$ cat src/rtl/bus_master_if.sv
// Request/acknowledge register-access bus between an initiator and a slave.
// Four-phase handshake per beat: req up, ack up, req down, ack down.
interface bus_master_if #(
   parameter int unsigned ADDR_W = 32,
   parameter int unsigned DATA_W = 32
) ();
   logic              req;
   logic              cmd;
   logic [ADDR_W-1:0] addr;
   logic [DATA_W-1:0] wdata;
   logic              ack;
   logic [DATA_W-1:0] rdata;

   modport master (output req, cmd, addr, wdata, input ack, rdata);
   modport slave  (input req, cmd, addr, wdata, output ack, rdata);
endinterface

$ cat src/rtl/bus_master.sv
// Bus initiator: runs single/multi-beat read or write commands over the req/ack bus
// with a per-phase timeout so a dead slave cannot hang the caller.
module bus_master #(
   parameter int unsigned ADDR_W  = 32,
   parameter int unsigned DATA_W  = 32,
   parameter int unsigned LEN_W   = 8,
   parameter int unsigned TIMEOUT = 16
) (
   input  logic              clk,
   input  logic              arst_n,
   input  logic              start,
   input  logic              op_cmd,
   input  logic [ADDR_W-1:0] op_addr,
   input  logic [LEN_W-1:0]  op_len,
   input  logic              wd_valid,
   input  logic [DATA_W-1:0] wd_data,
   output logic              wd_ready,
   output logic              rd_valid,
   output logic [DATA_W-1:0] rd_data,
   output logic              busy,
   output logic              done,
   output logic              err,
   bus_master_if.master      bus
);

   localparam int unsigned TMO_W = $clog2(TIMEOUT + 1);

   localparam logic [1:0] IDLE  = 2'd0;
   localparam logic [1:0] FETCH = 2'd1;
   localparam logic [1:0] REQ   = 2'd2;
   localparam logic [1:0] DRAIN = 2'd3;

   logic [1:0]        state_q,    state_d;
   logic              cmd_q,      cmd_d;
   logic [ADDR_W-1:0] addr_q,     addr_d;
   logic [DATA_W-1:0] wdata_q,    wdata_d;
   logic [LEN_W-1:0]  len_q,      len_d;
   logic              req_q,      req_d;
   logic [TMO_W-1:0]  tmo_q,      tmo_d;
   logic              abort_q,    abort_d;
   logic              busy_q,     busy_d;
   logic              done_q,     done_d;
   logic              err_q,      err_d;
   logic              rd_valid_q, rd_valid_d;
   logic [DATA_W-1:0] rd_data_q,  rd_data_d;
   logic              tmo_hit;

   assign tmo_hit = (tmo_q == TMO_W'(TIMEOUT - 1));

   // Next-state and registered-output computation
   always_comb begin
      state_d    = state_q;
      cmd_d      = cmd_q;
      addr_d     = addr_q;
      wdata_d    = wdata_q;
      len_d      = len_q;
      req_d      = req_q;
      tmo_d      = tmo_q;
      abort_d    = abort_q;
      busy_d     = busy_q;
      rd_data_d  = rd_data_q;
      rd_valid_d = 1'b0;
      done_d     = 1'b0;
      err_d      = 1'b0;

      case (state_q)
         IDLE: begin
            if (start) begin
               cmd_d   = op_cmd;
               addr_d  = op_addr;
               len_d   = op_len;
               busy_d  = 1'b1;
               abort_d = 1'b0;
               tmo_d   = '0;
               if (op_cmd) begin
                  state_d = FETCH;
               end else begin
                  state_d = REQ;
                  req_d   = 1'b1;
               end
            end
         end
         FETCH: begin
            if (wd_valid) begin
               wdata_d = wd_data;
               req_d   = 1'b1;
               tmo_d   = '0;
               state_d = REQ;
            end
         end
         REQ: begin
            // ack wins over a timeout landing on the same edge
            if (bus.ack) begin
               req_d   = 1'b0;
               tmo_d   = '0;
               state_d = DRAIN;
               if (!cmd_q) begin
                  rd_data_d  = bus.rdata;
                  rd_valid_d = 1'b1;
               end
            end else if (tmo_hit) begin
               req_d   = 1'b0;
               abort_d = 1'b1;
               tmo_d   = '0;
               state_d = DRAIN;
            end else begin
               tmo_d = tmo_q + TMO_W'(1);
            end
         end
         DRAIN: begin
            if (!bus.ack) begin
               if (abort_q || (len_q == '0)) begin
                  state_d = IDLE;
                  busy_d  = 1'b0;
                  done_d  = 1'b1;
                  err_d   = abort_q;
               end else begin
                  len_d  = len_q - LEN_W'(1);
                  addr_d = addr_q + ADDR_W'(1);
                  tmo_d  = '0;
                  if (cmd_q) begin
                     state_d = FETCH;
                  end else begin
                     state_d = REQ;
                     req_d   = 1'b1;
                  end
               end
            end else if (tmo_hit) begin
               // ack stuck high: give up on the rest of the command
               state_d = IDLE;
               busy_d  = 1'b0;
               done_d  = 1'b1;
               err_d   = 1'b1;
            end else begin
               tmo_d = tmo_q + TMO_W'(1);
            end
         end
         default: state_d = IDLE;
      endcase
   end

   // State and output registers
   always_ff @(posedge clk or negedge arst_n) begin
      if (!arst_n) begin
         state_q    <= IDLE;
         cmd_q      <= 1'b0;
         addr_q     <= '0;
         wdata_q    <= '0;
         len_q      <= '0;
         req_q      <= 1'b0;
         tmo_q      <= '0;
         abort_q    <= 1'b0;
         busy_q     <= 1'b0;
         done_q     <= 1'b0;
         err_q      <= 1'b0;
         rd_valid_q <= 1'b0;
         rd_data_q  <= '0;
      end else begin
         state_q    <= state_d;
         cmd_q      <= cmd_d;
         addr_q     <= addr_d;
         wdata_q    <= wdata_d;
         len_q      <= len_d;
         req_q      <= req_d;
         tmo_q      <= tmo_d;
         abort_q    <= abort_d;
         busy_q     <= busy_d;
         done_q     <= done_d;
         err_q      <= err_d;
         rd_valid_q <= rd_valid_d;
         rd_data_q  <= rd_data_d;
      end
   end

   assign wd_ready  = (state_q == FETCH);
   assign rd_valid  = rd_valid_q;
   assign rd_data   = rd_data_q;
   assign busy      = busy_q;
   assign done      = done_q;
   assign err       = err_q;
   assign bus.req   = req_q;
   assign bus.cmd   = cmd_q;
   assign bus.addr  = addr_q;
   assign bus.wdata = wdata_q;

endmodule

$ cat src/flat_wrapper.sv
// flat-port wrapper written by rule: the top's interface ports become plain ports
module bus_master_flat 
#(
   parameter int unsigned ADDR_W  = 32,
   parameter int unsigned DATA_W  = 32,
   parameter int unsigned LEN_W   = 8,
   parameter int unsigned TIMEOUT = 16
)
  (clk, arst_n, start, op_cmd, op_addr, op_len, wd_valid, wd_data, wd_ready, rd_valid, rd_data, busy, done, err, bus_req, bus_cmd, bus_addr, bus_wdata, bus_ack, bus_rdata);
  bus_master_if #(.ADDR_W(ADDR_W), .DATA_W(DATA_W)) bus_i ();
  input  logic clk;
  input  logic arst_n;
  input  logic start;
  input  logic op_cmd;
  input  logic [ADDR_W-1:0] op_addr;
  input  logic [LEN_W-1:0] op_len;
  input  logic wd_valid;
  input  logic [DATA_W-1:0] wd_data;
  output logic wd_ready;
  output logic rd_valid;
  output logic [DATA_W-1:0] rd_data;
  output logic busy;
  output logic done;
  output logic err;
  output wire logic [$bits(bus_i.req)-1:0] bus_req;
  output wire logic [$bits(bus_i.cmd)-1:0] bus_cmd;
  output wire logic [$bits(bus_i.addr)-1:0] bus_addr;
  output wire logic [$bits(bus_i.wdata)-1:0] bus_wdata;
  input wire logic [$bits(bus_i.ack)-1:0] bus_ack;
  input wire logic [$bits(bus_i.rdata)-1:0] bus_rdata;
  assign bus_req = bus_i.req;
  assign bus_cmd = bus_i.cmd;
  assign bus_addr = bus_i.addr;
  assign bus_wdata = bus_i.wdata;
  assign bus_i.ack = bus_ack;
  assign bus_i.rdata = bus_rdata;
  bus_master #(.ADDR_W(ADDR_W), .DATA_W(DATA_W), .LEN_W(LEN_W), .TIMEOUT(TIMEOUT)) u_core (.clk(clk), .arst_n(arst_n), .start(start), .op_cmd(op_cmd), .op_addr(op_addr), .op_len(op_len), .wd_valid(wd_valid), .wd_data(wd_data), .wd_ready(wd_ready), .rd_valid(rd_valid), .rd_data(rd_data), .busy(busy), .done(done), .err(err), .bus(bus_i));
endmodule
$ cat config.mk
export PLATFORM = sky130hd
export DESIGN_NAME = bus_master_flat
export DESIGN_NICKNAME = d
export VERILOG_FILES = /design/src/rtl/bus_master_if.sv /design/src/rtl/bus_master.sv /design/src/flat_wrapper.sv
export SDC_FILE = /design/constraint.sdc
export NUM_CORES = 1
export LEC_CHECK = 0
export CORE_UTILIZATION = 30
export DETAILED_ROUTE_END_ITERATION = 8
export PLACE_DENSITY = 0.7
export RECOVER_POWER = 25
export REMOVE_ABC_BUFFERS = 1
export SLEW_MARGIN = 20
export SYNTH_ARGS = -nofsm -noshare
export SYNTH_HDL_FRONTEND = slang
export SYNTH_SLANG_ARGS = --single-unit
$ cat constraint.sdc
create_clock -name clk -period 2.9 [get_ports clk]
set_clock_uncertainty 0.05 [all_clocks]
set_input_delay 0.58 -clock clk [delete_from_list [all_inputs] [get_ports clk]]
set_output_delay 0.58 -clock clk [all_outputs]
set_load 0.05 [all_outputs]
==> results.md <==
- Buffers on Ports: between 200 and 250
- Max Fclk: 410 MHz
- Worst hold margin: 0.450 ns
- Fillers: about 1.8k
- Final Critical Period: around 2.4 ns
- Vias in the first global route: 4921
- CP Launch Type: register
- Clk_lat worst skew: 0.42 ns
- Reg power frac: 0.257
- Largest net degree at the start of global routing: between 50 and 60
- Global-route wire length before repair: approximately 27 mm
- Total track usage: 0.175
- Most frequent cells in the layout: clkdlybuf4s50_1 (210), dfrtp_1 (118), mux2_2 (64), o21ai_0 (48)
- Crit path largest cell delay: 0.87 ns
- Average wire per standard cell: 16.7 µm
- # IOs: 213
- Leak Pwr: approximately 3.5 nW
- Synth cell types: 53
- Setup Buffers After CTS: 0
- Worst hold path class: reg -> reg
- Synth Flop Type: dfrtp_1
- Synth warnings: 0
- Relative slew slack: 0.290
- Cts bufs inserted: 17
- Htree depth: 4
- Pwr dens: 1390 nW/µm²
- Chip height: 140 µm
- Ys async rst share: 1.00
- MaxCap Viol Count: 0
- CTS Hold Bufs: 1
- Worst-path clk slew: 0.06 ns
- Synthesized instance count: 534
- Worst setup path category: reg -> out
- CP Data Required Time: 2.27 ns
- Die area: 19600 µm²
- Status: finished, final reports clean
- Final worst setup slack: 0.463 ns
- Yosys reg bits: 118
- Crit path max fanout: 8
- Final core occ: 0.470
- Die W: approximately 140 µm
- DRC: 0
- Initial antenna violation count: 0
- Row Count: 50
- Internal power: 6.44 mW
- Initial core utilization: 0.305
- Sw Pwr: 5.77 mW
- Detailed-route via count: 5083
- Final Hold Fails: 0
- CTS root buf: clkbuf_16
- CTS Buffer Depth: 2
- CP top delay family: buffers and inverters
- Antenna Nets Post-Route: 0
- Router iterations before antenna repair: 5
- # setup viols final: 0
- Area delta synth->final: 54.0%
- Register area share after synthesis: 0.517
- Grt total ovfl: 0
- Max VDD drop: 0.000760 V
- Placed cell areas: 8150 µm²
- Sum Neg Setup Slack: 0 ns
- Net Sw Frac: 0.473
- DP Worst Slack: 0.423 ns
- Combinational group share of total power: 0.553
- CTS sink count: between 100 and 150
- Post-synth EDFFs: 0
- Core ar.: 18700 µm²
- RSZ-0062 raised after global routing: false
- CP Capture Type: output port
- Final Max Slew Viols: 0
- Post-CTS sizing: 0
- Finished Cell Area: slightly below 9000 µm²
- Worst-Margin Slew: approximately 1.1 ns
- Layout cells sized above 1: 0.173
- Commonest non-fill, non-tap cell in the layout: clkdlybuf4s50_1
- HPWL Detailed: 12.3 mm
- Routed WL: 16.7 mm
- CP arrival: 1.81 ns
- Post-route insts no fill: approximately 1000
- Syn Area/Cell: 10.7 µm²
- Power, Total: 12.2 mW
- Synthesized area: 5710 µm²
- # placed instances: 966
- Worst path slowest cell: clkdlybuf4s50_1
- DRC violation total after the first TritonRoute iteration: ~250
- Critical-path cell list: clkdlybuf4s50_1
- Clock power frac: 0.190
- Tcrit/Tclk final: 0.840
- Ant. Diodes: 0
- Gp weighted congestion: 0.826
- Via/cell ratio: 5.09
- Buffers & Inverters on Critical Path: 1
- CTS tree: built
- Layout Nets: 868
## power by group through the flow
| stage | clock, mW | sequential, mW | combinational (mW) |
|---|---|---|---|
| after floorplan | 0 | 5.51 | 2.00 |
| after global placement | 0 | 3.13 | 6.72 |
| after detailed placement | 0 | 3.16 | 6.78 |
| after CTS | 2.37 | 3.14 | 6.80 |
| after global routing | 2.47 | 3.25 | 7.13 |
| final | 2.32 | 3.14 | 6.75 |
## cell type report
| class | count | area (µm²) | share of cell area |
|---|---|---|---|
| tap | 234 | 293 | 0.0333 |
| sequential | 118 | 2950 | 0.336 |
| clock buffer | 18 | 429 | 0.0488 |
| timing repair buffer | 230 | 2280 | 0.259 |
| multi-input combinational | 374 | 2570 | 0.293 |
| clock inverter | 14 | 223 | 0.0253 |
| inverter | 11 | 41.3 | 0.00470 |
## per-layer routing
layer / part of all wire / wire [µm] / GRT usage
met1: 0.44 / 7320 / 0.223
met2: 0.48 / 7980 / 0.286
met3: 0.069 / 1150 / 0.0492
met4: 0.013 / 215 / 0.0573
met5: 0 / 0 / 0
## Yosys cell counts (2+ instances only)
master | number | area, µm²
a22oi_1 | 4 | 30.0
mux2i_1 | 2 | 20.0
nor3_1 | 9 | 45.0
nand2b_1 | 3 | 18.8
nor4_1 | 3 | 18.8
nand4_1 | 12 | 75.1
nor4_4 | 3 | 63.8
o21ai_0 | 48 | 240
dfrtp_1 | 118 | 2950
o22a_1 | 7 | 61.3
a21oi_1 | 43 | 215
ha_1 | 6 | 75.1
and3_1 | 5 | 31.3
mux2_2 | 64 | 721
nand3_1 | 27 | 135
o2bb2a_1 | 3 | 30.0
o22ai_1 | 12 | 75.1
o211ai_1 | 3 | 22.5
and2_1 | 4 | 25.0
buf_2 | 17 | 85.1
nor2b_1 | 3 | 18.8
nor2_1 | 33 | 124
a2bb2oi_1 | 9 | 78.8
clkbuf_1 | 11 | 41.3
inv_1 | 11 | 41.3
buf_1 | 2 | 7.51
a31oi_1 | 4 | 25.0
nand2_1 | 42 | 158
and4_1 | 2 | 17.5
## flip-flops by register name, summed over array words and instances (netlist names)
name	cells
u_core.len_q	8
u_core.err	1
u_core.rd_data	32
u_core.state_q	2
u_core.done	1
u_core.bus.cmd	1
u_core.rd_valid	1
u_core.bus.wdata	32
u_core.busy	1
u_core.bus.req	1
u_core.bus.addr	32
u_core.abort_q	1
u_core.tmo_q	5
## worst paths after layout
| path | from | end | slack (ns) | cells after the start |
|---|---|---|---|---|
| min in group asynchronous | arst_n | u_core.rd_data[17] | 0.82 | 2 |
| worst min-delay path | u_core.bus.wdata[13] | u_core.bus.wdata[13] | 0.45 | 1 |
| worst max register to register | u_core.bus.addr[8] | u_core.bus.addr[27] | 0.63 | 5 |
| max in group asynchronous | arst_n | u_core.bus.wdata[21] | 0.57 | 3 |
| worst max-delay path | u_core.bus.addr[8] | bus_addr[8] | 0.46 | 1 |
| worst min register to register | u_core.bus.wdata[13] | u_core.bus.wdata[13] | 0.45 | 1 |
## logic make-up after synthesis
logic type	share of synthesized area
simple gates	0.145
fa+ha+maj	0.0132
mux	0.130
compound gates	0.160
xor+xnor	0.00154
flops	0.517
buf+inv	0.0327
Note: power is estimated with default switching activity, not from simulation.
